==> config.mk <==
export PLATFORM = sky130hd
export DESIGN_NAME = cp0_ctrl
export DESIGN_NICKNAME = d
export VERILOG_FILES = /design/src/rtl/cp0_ctrl.sv
export SDC_FILE = /design/constraint.sdc
export NUM_CORES = 1
export LEC_CHECK = 0
export CORE_MARGIN = 5
export CORE_UTILIZATION = 52
export DETAILED_ROUTE_END_ITERATION = 10
export GPL_TIMING_DRIVEN = 1
export PLACE_DENSITY = 0.87
export REMOVE_ABC_BUFFERS = 1
export SYNTH_ARGS = -nofsm -noshare
export SYNTH_HDL_FRONTEND = slang
export SYNTH_SLANG_ARGS = --single-unit
==> constraint.sdc <==
create_clock -name clk -period 4.3 [get_ports clk]
set_input_delay 0.86 -clock clk [delete_from_list [all_inputs] [get_ports clk]]
set_output_delay 0.86 -clock clk [all_outputs]
set_load 0.005 [all_outputs]
==> src/rtl/cp0_ctrl.sv <==
// CP0 system-control block: Count/Compare timer, Status/Cause/EPC/BadVAddr,
// exception entry/return bookkeeping and a registered interrupt request.
module cp0_ctrl #(
    parameter int          DATA_W   = 32,  // only 32 is meaningful
    parameter int          N_HWINT  = 6,   // 1..6 hardware lines on IP2..IP7
    parameter int unsigned TIMER_EN = 1
) (
    input  logic              clk,
    input  logic              rst,
    input  logic              we_i,
    input  logic [4:0]        waddr_i,
    input  logic [DATA_W-1:0] wdata_i,
    input  logic [4:0]        raddr_i,
    output logic [DATA_W-1:0] rdata_o,
    input  logic [N_HWINT-1:0] int_i,
    input  logic              exc_valid_i,
    input  logic [4:0]        exc_code_i,
    input  logic [DATA_W-1:0] exc_pc_i,
    input  logic              exc_bd_i,
    input  logic [DATA_W-1:0] exc_badvaddr_i,
    input  logic              eret_i,
    output logic [DATA_W-1:0] status_o,
    output logic [DATA_W-1:0] cause_o,
    output logic [DATA_W-1:0] epc_o,
    output logic              int_req_o,
    output logic              timer_int_o
);

    localparam logic [4:0] ADDR_BADVADDR = 5'd8;
    localparam logic [4:0] ADDR_COUNT    = 5'd9;
    localparam logic [4:0] ADDR_COMPARE  = 5'd11;
    localparam logic [4:0] ADDR_STATUS   = 5'd12;
    localparam logic [4:0] ADDR_CAUSE    = 5'd13;
    localparam logic [4:0] ADDR_EPC      = 5'd14;

    logic [DATA_W-1:0]  count_q, count_d;
    logic [DATA_W-1:0]  compare_q, compare_d;
    logic [DATA_W-1:0]  epc_q, epc_d;
    logic [DATA_W-1:0]  badvaddr_q, badvaddr_d;
    logic [7:0]         im_q, im_d;
    logic               exl_q, exl_d;
    logic               ie_q, ie_d;
    logic               bd_q, bd_d;
    logic [4:0]         exc_code_q, exc_code_d;
    logic [1:0]         sw_ip_q, sw_ip_d;
    logic [N_HWINT-1:0] hw_ip_q, hw_ip_d;
    logic               ti_q, ti_d;
    logic               int_req_q, int_req_d;

    logic               wr_count, wr_compare, wr_status, wr_cause, wr_epc;
    logic               timer_match;
    logic               badvaddr_exc;
    logic [7:0]         cause_ip;

    assign wr_count   = we_i && (waddr_i == ADDR_COUNT);
    assign wr_compare = we_i && (waddr_i == ADDR_COMPARE);
    assign wr_status  = we_i && (waddr_i == ADDR_STATUS);
    assign wr_cause   = we_i && (waddr_i == ADDR_CAUSE);
    assign wr_epc     = we_i && (waddr_i == ADDR_EPC);

    assign timer_match  = (count_q == compare_q) && (compare_q != '0);
    assign badvaddr_exc = (exc_code_i == 5'd4) || (exc_code_i == 5'd5);

    // IP7 is shared: the top hardware line (when N_HWINT=6) ORs with the timer.
    always_comb begin
        cause_ip              = '0;
        cause_ip[1:0]         = sw_ip_q;
        cause_ip[N_HWINT+1:2] = hw_ip_q;
        if (TIMER_EN != 0) begin
            cause_ip[7] = cause_ip[7] | ti_q;
        end
    end

    always_comb begin
        count_d    = wr_count ? wdata_i : count_q + DATA_W'(1);
        compare_d  = wr_compare ? wdata_i : compare_q;
        hw_ip_d    = int_i;
        sw_ip_d    = wr_cause ? wdata_i[9:8] : sw_ip_q;
        im_d       = wr_status ? wdata_i[15:8] : im_q;
        ie_d       = wr_status ? wdata_i[0] : ie_q;
        exl_d      = wr_status ? wdata_i[1] : exl_q;
        epc_d      = wr_epc ? wdata_i : epc_q;
        bd_d       = bd_q;
        exc_code_d = exc_code_q;
        badvaddr_d = badvaddr_q;
        ti_d       = 1'b0;

        if (TIMER_EN != 0) begin
            if (wr_compare) begin
                ti_d = 1'b0;
            end else if (timer_match) begin
                ti_d = 1'b1;
            end else begin
                ti_d = ti_q;
            end
        end

        // Exception overrides MTC0 only on the fields it actually updates;
        // a nested exception (EXL already set) leaves EPC, BD and EXL alone.
        if (exc_valid_i) begin
            exc_code_d = exc_code_i;
            if (!exl_q) begin
                epc_d = exc_bd_i ? (exc_pc_i - DATA_W'(4)) : exc_pc_i;
                bd_d  = exc_bd_i;
                exl_d = 1'b1;
            end
            if (badvaddr_exc) begin
                badvaddr_d = exc_badvaddr_i;
            end
        end else if (eret_i) begin
            exl_d = 1'b0;
        end

        int_req_d = ie_q & ~exl_q & (|(cause_ip & im_q));
    end

    always_ff @(posedge clk) begin
        if (rst) begin
            count_q    <= '0;
            compare_q  <= '0;
            epc_q      <= '0;
            badvaddr_q <= '0;
            im_q       <= '0;
            exl_q      <= 1'b0;
            ie_q       <= 1'b0;
            bd_q       <= 1'b0;
            exc_code_q <= '0;
            sw_ip_q    <= '0;
            hw_ip_q    <= '0;
            ti_q       <= 1'b0;
            int_req_q  <= 1'b0;
        end else begin
            count_q    <= count_d;
            compare_q  <= compare_d;
            epc_q      <= epc_d;
            badvaddr_q <= badvaddr_d;
            im_q       <= im_d;
            exl_q      <= exl_d;
            ie_q       <= ie_d;
            bd_q       <= bd_d;
            exc_code_q <= exc_code_d;
            sw_ip_q    <= sw_ip_d;
            hw_ip_q    <= hw_ip_d;
            ti_q       <= ti_d;
            int_req_q  <= int_req_d;
        end
    end

    // BEV (bit 22) is hard-wired to 1.
    assign status_o    = {9'b0, 1'b1, 6'b0, im_q, 6'b0, exl_q, ie_q};
    assign cause_o     = {bd_q, 15'b0, cause_ip, 1'b0, exc_code_q, 2'b0};
    assign epc_o       = epc_q;
    assign int_req_o   = int_req_q;
    assign timer_int_o = ti_q;

    always_comb begin
        rdata_o = '0;
        case (raddr_i)
            ADDR_BADVADDR: rdata_o = badvaddr_q;
            ADDR_COUNT:    rdata_o = count_q;
            ADDR_COMPARE:  rdata_o = compare_q;
            ADDR_STATUS:   rdata_o = status_o;
            ADDR_CAUSE:    rdata_o = cause_o;
            ADDR_EPC:      rdata_o = epc_q;
            default:       rdata_o = '0;
        endcase
    end

endmodule
Yosys cells after proc, flatten, opt, wreduce, memory -nomap -nowiden
Index checks and enable logic that the tools add are counted.
{"block": "classes", "order_cmp": 0, "multipliers": 0, "n_bitwise": 5, "n_mux": 10, "reduce_logical": 12, "n_eq_ne": 14, "n_div": 0, "shifts": 0, "add_sub_neg": 2}
{"op": "$pmux 32 s6", "n": 1}
{"op": "$mux 32", "n": 5}
{"op": "$eq 5x4->1 const B", "n": 11}
{"op": "$add 32x1->32 const B", "n": 1}
{"op": "$eq 32x32->1", "n": 1}
{"op": "$reduce_bool 32->1", "n": 1}
{"op": "$sub 32x3->32 const B", "n": 1}
{"op": "$eq 5x3->1 const B", "n": 2}
{"op": "$and 8x8->8", "n": 1}
{"op": "$reduce_or 8->1", "n": 1}
{"op": "$logic_and 1x1->1", "n": 6}
{"op": "$mux 1", "n": 4}
{"op": "$reduce_and 2->1", "n": 2}
{"op": "$and 1x1->1", "n": 2}
{"op": "$reduce_or 2->1", "n": 1}
{"op": "$logic_or 1x1->1", "n": 1}
{"op": "$not 1->1", "n": 1}
{"op": "$or 1x1->1", "n": 1}
{"block": "word_totals", "rom_bits": 0, "input_bits": 123, "n_memories": 0, "mem_bits_rw": 0, "out_inout_bits": 130, "register_bits": 154, "latch_bits": 0}

Longest topological paths before layout
Gate-level depths: netlist (run 1).
{"block": "depth", "ltp_word": 5, "ltp_mapped": 8, "ltp_nobuf": 7}

Least setup slack after synthesis (run 1)
OpenSTA, ideal clock, no wires.
{"block": "synth_path", "path_type": "input port to output port", "start": "input raddr_i[1]", "end": "output rdata_o[2]", "path_stages": 5, "t_required_ns": 3.440, "n_path_buf": 1, "t_arrival_ns": 1.988, "path_slack_ns": 1.452, "cell_sequence": "nand2b_1 -> nor4_1 -> clkbuf_1 -> a222oi_1 -> nand2_1"}
{"block": "synth_via", "elab_chain_cells": 2, "elab_cells_between_ends": 7}
{"item": "from (decl)", "line_no": "13", "rtl": "input logic [4:0] raddr_i,"}
{"item": "$eq 5x4->1", "line_no": "158", "rtl": "case (raddr_i)"}
{"item": "$pmux 32 s6 *", "line_no": "158"}
{"item": "to (decl)", "line_no": "14", "rtl": "output logic [DATA_W-1:0] rdata_o,"}
Every way passes the cells marked *; elsewhere a longest branch is shown, timed or not.

Final worst setup path (run 1)
{"block": "layout_path", "start": "input raddr_i[2]", "end": "output rdata_o[1]"}
The elaborated chain is that of the path after synthesis.

==> results of run 1 <==
cell usage in the layout (no fill, tap or decap), types with 25 or more instances in the layout:
master / instances
sky130_fd_sc_hd__clkdlybuf4s50_1: 211
sky130_fd_sc_hd__nand2_1: 197
sky130_fd_sc_hd__dfxtp_1: 154
sky130_fd_sc_hd__nor2_1: 85
sky130_fd_sc_hd__a21oi_1: 80
sky130_fd_sc_hd__xnor2_1: 66
sky130_fd_sc_hd__a22oi_1: 64
sky130_fd_sc_hd__conb_1: 40
sky130_fd_sc_hd__a211oi_1: 34
sky130_fd_sc_hd__nand3_1: 28
sky130_fd_sc_hd__nor3_1: 25
logic make-up (layout without fill, tap and decap cells):
family / count (synthesis) / in the layout / synth area share (%)
other: 2 / 40 / 0.0889
AND/OR/NAND/NOR: 436 / 436 / 24.5
buffers and inverters: 132 / 266 / 8.21
multiplexers: 25 / 25 / 2.99
flip-flops: 154 / 154 / 36.5
XOR/XNOR: 89 / 89 / 9.23
AO/OA/AOI/OAI: 224 / 224 / 18.2
adder cells (fa/ha/maj): 2 / 2 / 0.296
state kept, by name, indices dropped and copies added, names as in the netlist, 2 cells and up:
signal	count
epc_o	32
exc_code_q	5
badvaddr_q	32
im_q	8
hw_ip_q	6
compare_q	32
count_q	32
sw_ip_q	2
worst max-delay path: cells and delay by family:
| kind | cells | cell delay, ps |
|---|---|---|
| AND/OR/NAND/NOR | 2 | 340 |
| buffers and inverters | 4 | 1640 |
| AO/OA/AOI/OAI | 1 | 170 |
cell type report:
| class | count | area share, % |
|---|---|---|
| Tap cell | 216 | 2.42 |
| Inverter | 5 | 0.168 |
| Clock inverter | 10 | 1.44 |
| Timing Repair Buffer | 229 | 20.5 |
| Sequential cell | 154 | 27.6 |
| Clock buffer | 22 | 4.34 |
| Multi-Input combinational cell | 816 | 43.5 |
per-layer routing:
layer  share of wire, %  routed length, um  up-vias  track usage (%)
li1                   -                  -     4009                -
met1                 39              11600     4168             39.5
met2                 48              14300      580             50.2
met3                 10               3050       85             7.12
met4                2.7                794        2             11.5
met5              0.024                  7        -                0
power breakdown:
part	total (uW)	switching (uW)	internal, uW
combinational	454	210	244
clock	1630	600	1030
sequential	1530	52.6	1470
cells in the mapped netlist, types with 3 or more instances:
master and n:
sky130_fd_sc_hd__nor4_2 5, sky130_fd_sc_hd__a21oi_1 80, sky130_fd_sc_hd__nand4_1 23, sky130_fd_sc_hd__nand2b_1 4, sky130_fd_sc_hd__a211o_1 8, sky130_fd_sc_hd__or3_1 3
sky130_fd_sc_hd__clkbuf_1 71, sky130_fd_sc_hd__a211oi_1 34, sky130_fd_sc_hd__or4_4 3, sky130_fd_sc_hd__nor2b_1 7, sky130_fd_sc_hd__a22oi_1 64, sky130_fd_sc_hd__dfxtp_1 154
sky130_fd_sc_hd__buf_1 4, sky130_fd_sc_hd__and4_1 3, sky130_fd_sc_hd__xnor2_1 66, sky130_fd_sc_hd__a311oi_1 16, sky130_fd_sc_hd__nor4_1 19, sky130_fd_sc_hd__or2_2 4
sky130_fd_sc_hd__nand3_1 28, sky130_fd_sc_hd__nand2_1 197, sky130_fd_sc_hd__nor3_1 27, sky130_fd_sc_hd__a21oi_2 3, sky130_fd_sc_hd__a21o_1 6, sky130_fd_sc_hd__a222oi_1 10
sky130_fd_sc_hd__and3_1 9, sky130_fd_sc_hd__nor2_1 85, sky130_fd_sc_hd__xor2_1 23, sky130_fd_sc_hd__buf_4 48, sky130_fd_sc_hd__inv_1 5, sky130_fd_sc_hd__mux2i_1 23
worst paths after layout:
path	to	slack, ps	depth (start not counted)	from
setup / recovery	rdata_o[1]	430	7	raddr_i[2]
hold / removal	badvaddr_q[22]	450	2	badvaddr_q[22]
setup reg to reg	count_q[22]	1710	6	count_q[0]
hold reg to reg	badvaddr_q[22]	450	2	badvaddr_q[22]
per-stage QoR:
step,hold slack [ps],util (%)
finish,455,70.2
global route,477,70.2
CTS,457,70.2
detailed placement,447,66.2
global placement,443,66.2
floorplan,430,-
==> reports/results.tsv, run 1 <==
metric	value	unit
signal arrival time at the worst endpoint	3010	ps
placed wire-length estimate	20.7	mm
critical setup path kind	primary input to output port	
number of buffers created by CTS	17	
Place WS	457	ps
total power	3620	uW
area share of the largest cell type after synthesis	36.5	%
Synth cell types	51	
level count of the clock H-tree	4	
number of antenna violations at the first check in global routing	1	
final critical delay including setup and external delays	3870	ps
finished layout cell area	11200	um^2
# nets final	1348	
outcome	finished, final reports clean	
Inserted Diodes	0	
final number of max-transition violations	0	
number of design rule violations left after detail routing	0	
most used cell along the critical path	sky130_fd_sc_hd__clkdlybuf4s50_1	
Worst Slack Setup Final	426	ps
FF+latch count, synth	154	
Congestion Overflow GR	0	
total instance count after detailed placement	1420	
slew at the pin closest to its max-slew limit	1080	ps
via count of the first global-routing pass	8425	
multi-input logic area	4860	um^2
nature of the critical path endpoint	output port	
number of ports placed on the die boundary	253	
area of the mapped netlist	8450	um^2
core region area	15900	um^2
effective utilization at floorplan	53.2	%
detail-routed via count per cell	6.09	
wire length of the first global-routing pass	45.4	mm
PortBufs	212	
max frequency	258	MHz
slowest stage cell, crit path	sky130_fd_sc_hd__clkdlybuf4s50_1	
clock-pin slew of the registers on the worst-case setup and hold paths	60	ps
count of antenna-violating nets left after detailed routing	0	
ratio of cells with drive above 1 in the final layout	6.55	%
Num Clock Sinks	154	
deepest clock path buffer count	2	
cells along the critical path	clkdlybuf4s50_1 > inv_1 > nor4_2 > buf_4 > a22oi_1 > nand2_1 > clkdlybuf4s50_1	
cts hold-fix bufs	0	
clock latency reported for the late side of the worst-skew pair	430	ps
Placer Congestion	0.911	
post-layout instance count excluding filler cells	1452	
fin crit share	90.1	%
main area contributors after synthesis	sky130_fd_sc_hd__dfxtp_1 (36%), sky130_fd_sc_hd__nand2_1 (8.8%), sky130_fd_sc_hd__xnor2_1 (6.8%), sky130_fd_sc_hd__a22oi_1 (5.7%), sky130_fd_sc_hd__a21oi_1 (4.7%)	
share of synthesized flip-flops with an asynchronous set or reset	0	%
instance area at placement	10500	um^2
max-capacitance violation count	0	
number of enable-type register cells in the synthesized netlist	0	
class of the worst hold path	register to register	
yosys synthesis warning count	0	
Die Outline Area	18900	um^2
library cell with the largest summed area after synthesis	sky130_fd_sc_hd__dfxtp_1	
syn_area_per_cell	7.94	um^2
cell leakage power	0.00393	uW
routed vias	8844	
total global-route track usage	30.7	%
fillcell total	1267	
detailed-router iteration count before antenna repair	6	
Worst slew margin	27.4	%
detail-routed net length per standard cell	20.5	um
launching element type of the critical path	primary input	
number of violations reported at the end of detailed-routing iteration 0	997	
final hold viol count	0	
wire length reported by the detailed router	29.7	mm
Seq/Total Area, Yosys	36.5	%
Worst Path Max Fanout	32	
floorplan die height	137	um
count of mapped cells out of synthesis	1064	
buffer type at the clock tree root	sky130_fd_sc_hd__clkbuf_16	
biggest cell delay along the critical path	580	ps
DIE WIDTH	137	um
Rows	46	
Layout Area Growth over Synthesis	32.1	%
sum of negative setup slack	0	ps
buffers inserted during post-CTS setup optimization	0	
CTS tree	done	
Primary FF master, synth	sky130_fd_sc_hd__dfxtp_1	
P per Cell Area	324	nW/um^2
maximum number of pins on one net before global-route repair	90	
# resized after CTS	0	
Finish-stage setup viols	0	
sequential cell area	3080	um^2
setup repair after global routing missed its margin	false	
data required time at the worst endpoint	3440	ps
worst clock skew on the final layout	7.02	ps
worst IR drop on VDD	0.314	mV
Power figures use the tool's default switching activity.
==> inputs of run 2 (changes only) <==
Settings changed: CELL_PAD_IN_SITES_DETAIL_PLACEMENT set to 1, CELL_PAD_IN_SITES_GLOBAL_PLACEMENT set to 1, CORE_UTILIZATION 52 to 37, PLACE_DENSITY 0.87 to not set, PLACE_DENSITY_LB_ADDON set to 0.1.
==> run 2 against run 1 <==
  * Largest power group unchanged
  * Critical path depth is the same
  * Register-to-register slack lost 60 ps
  * Maximum frequency grew 1.6%
==> reports/results.tsv, run 2 (same netlist as run 1, synthesis figures left out) <==
metric	value	unit	change
Rows	55		was 46
final number of max-transition violations	0		unchanged
# resized after CTS	0		unchanged
wire length of the first global-routing pass	51.8	mm	was 45.4 mm
data required time at the worst endpoint	3440	ps	about the same
sum of negative setup slack	0	ps	unchanged
class of the worst hold path	register to register		unchanged
max frequency	262	MHz	was 258 MHz
multi-input logic area	4860	um^2	about the same
DIE WIDTH	161	um	was 137 um
Num Clock Sinks	154		unchanged
via count of the first global-routing pass	8762		was 8425
Inserted Diodes	0		unchanged
maximum number of pins on one net before global-route repair	65		was 90
Worst Path Max Fanout	32		unchanged
worst clock skew on the final layout	10.5	ps	was 7.02 ps
fin crit share	88.7	%	was 90.1%
ratio of cells with drive above 1 in the final layout	6.71	%	was 6.55%
Place WS	499	ps	was 457 ps
Placer Congestion	0.827		was 0.911
commonest cells after routing, fill and taps aside	sky130_fd_sc_hd__clkdlybuf4s50_1 (211), sky130_fd_sc_hd__nand2_1 (197), sky130_fd_sc_hd__dfxtp_1 (154)		unchanged
detailed-router iteration count before antenna repair	7		was 6
most frequent standard cell in the layout excluding fill and tap cells	sky130_fd_sc_hd__clkdlybuf4s50_1		unchanged
max-capacitance violation count	0		unchanged
P per Cell Area	319	nW/um^2	was 324 nW/um^2
floorplan die height	161	um	was 137 um
signal arrival time at the worst endpoint	2950	ps	was 3010 ps
critical setup path kind	primary input to output port		unchanged
clock latency reported for the late side of the worst-skew pair	430	ps	about the same
final hold viol count	0		unchanged
Die Outline Area	26000	um^2	was 18900 um^2
wire length reported by the detailed router	33.5	mm	was 29.7 mm
count of antenna-violating nets left after detailed routing	0		unchanged
worst IR drop on VDD	0.209	mV	was 0.314 mV
PortBufs	212		unchanged
outcome	finished, final reports clean		unchanged
level count of the clock H-tree	4		unchanged
sequential cell area	3080	um^2	unchanged
number of design rule violations left after detail routing	0		unchanged
launching element type of the critical path	primary input		unchanged
Finish-stage setup viols	0		unchanged
biggest cell delay along the critical path	580	ps	about the same
Congestion Overflow GR	0		unchanged
slowest stage cell, crit path	sky130_fd_sc_hd__clkdlybuf4s50_1		unchanged
most used cell along the critical path	sky130_fd_sc_hd__clkdlybuf4s50_1		unchanged
buffer type at the clock tree root	sky130_fd_sc_hd__clkbuf_16		unchanged
placed wire-length estimate	24.1	mm	was 20.7 mm
cells along the critical path	clkdlybuf4s50_1 > inv_1 > nor4_2 > buf_12 > a22oi_1 > nand3_1 > clkdlybuf4s50_1		was clkdlybuf4s50_1 > inv_1 > nor4_2 > buf_4 > a22oi_1 > nand2_1 > clkdlybuf4s50_1
core region area	22600	um^2	was 15900 um^2
routed vias	8549		was 8844
slew at the pin closest to its max-slew limit	1210	ps	was 1080 ps
cts hold-fix bufs	0		unchanged
Layout Area Growth over Synthesis	33.5	%	was 32.1%
Worst slew margin	18.6	%	was 27.4%
buffers inserted during post-CTS setup optimization	0		unchanged
deepest clock path buffer count	2		unchanged
Worst Slack Setup Final	488	ps	was 426 ps
number of ports placed on the die boundary	253		unchanged
cell leakage power	0.00393	uW	about the same
number of antenna violations at the first check in global routing	1		unchanged
fillcell total	2691		was 1267
CTS tree	done		unchanged
final critical delay including setup and external delays	3810	ps	was 3870 ps
setup repair after global routing missed its margin	false		unchanged
detail-routed via count per cell	5.62		was 6.09
clock-pin slew of the registers on the worst-case setup and hold paths	60	ps	about the same
# nets final	1351		was 1348
number of violations reported at the end of detailed-routing iteration 0	679		was 997
effective utilization at floorplan	37.4	%	was 53.2%
number of buffers created by CTS	17		unchanged
detail-routed net length per standard cell	22.0	um	was 20.5 um
total global-route track usage	25.2	%	was 30.7%
nature of the critical path endpoint	output port		unchanged
-- run 2: changes by cell type in the layout (fill, tap and decap cells not counted) --
cell                         previous run  this run
sky130_fd_sc_hd__clkbuf_8               4         1
sky130_fd_sc_hd__inv_6                  2         1
sky130_fd_sc_hd__nor3_2                 2         3
sky130_fd_sc_hd__clkinvlp_4             1         2
sky130_fd_sc_hd__clkinv_4               0         2
sky130_fd_sc_hd__buf_12                 3         6
sky130_fd_sc_hd__clkinv_2               3         2
sky130_fd_sc_hd__nor3_1                25        24
-- run 2: layout make-up --
class / instances / area share (%)
Clock buffer: 19 / 3.93
Inverter: 5 / 0.166
Multi-Input combinational cell: 816 / 43.1
Timing Repair Buffer: 232 / 20.8
Sequential cell: 154 / 27.3
Clock inverter: 11 / 1.52
Tap cell: 285 / 3.16
-- run 2: worst paths after layout --
| path | startpoint | endpoint | slack [ps] | cells after the start |
|---|---|---|---|---|
| min | badvaddr_q[0] | badvaddr_q[0] | 460 | 2 |
| max reg2reg | count_q[2] | count_q[29] | 1650 | 5 |
| min reg2reg | badvaddr_q[0] | badvaddr_q[0] | 460 | 2 |
| max | raddr_i[2] | rdata_o[9] | 490 | 7 |
-- run 2: worst max-delay path: cells and delay by family --
kind	cells	cell delay, ps
buffers and inverters	4	1480
AO/OA/AOI/OAI	1	120
AND/OR/NAND/NOR	2	480
-- run 2: report_power, final --
part / internal (uW) / switching (uW) / leakage, uW
clock network: 983 / 628 / 0.000295
logic: 247 / 211 / 0.00238
registers: 1470 / 52.2 / 0.00125
-- run 2: through the flow --
stage	instances	power, uW	cell area (um^2)	utilization (%)	hold WS [ps]
2_1_floorplan	975	1690	7920	-	430
3_3_place_gp	1492	2010	10700	47.3	444
3_5_place_dp	1492	2010	10700	47.3	450
4_1_cts	1522	3630	11300	50.0	460
5_1_grt	1522	3720	11300	50.0	485
6_report	1522	3590	11300	50.0	460
-- run 2: layer usage --
| layer | GRT usage [%] | vias up | wire [um] | share of wire, % |
|---|---|---|---|---|
| met5 | 0 | - | 13 | 0.039 |
| met4 | 5.16 | 2 | 333 | 0.99 |
| met3 | 4.92 | 24 | 1870 | 5.6 |
| met2 | 43.0 | 258 | 16000 | 48 |
| li1 | - | 4007 | - | - |
| met1 | 33.4 | 4258 | 15300 | 46 |
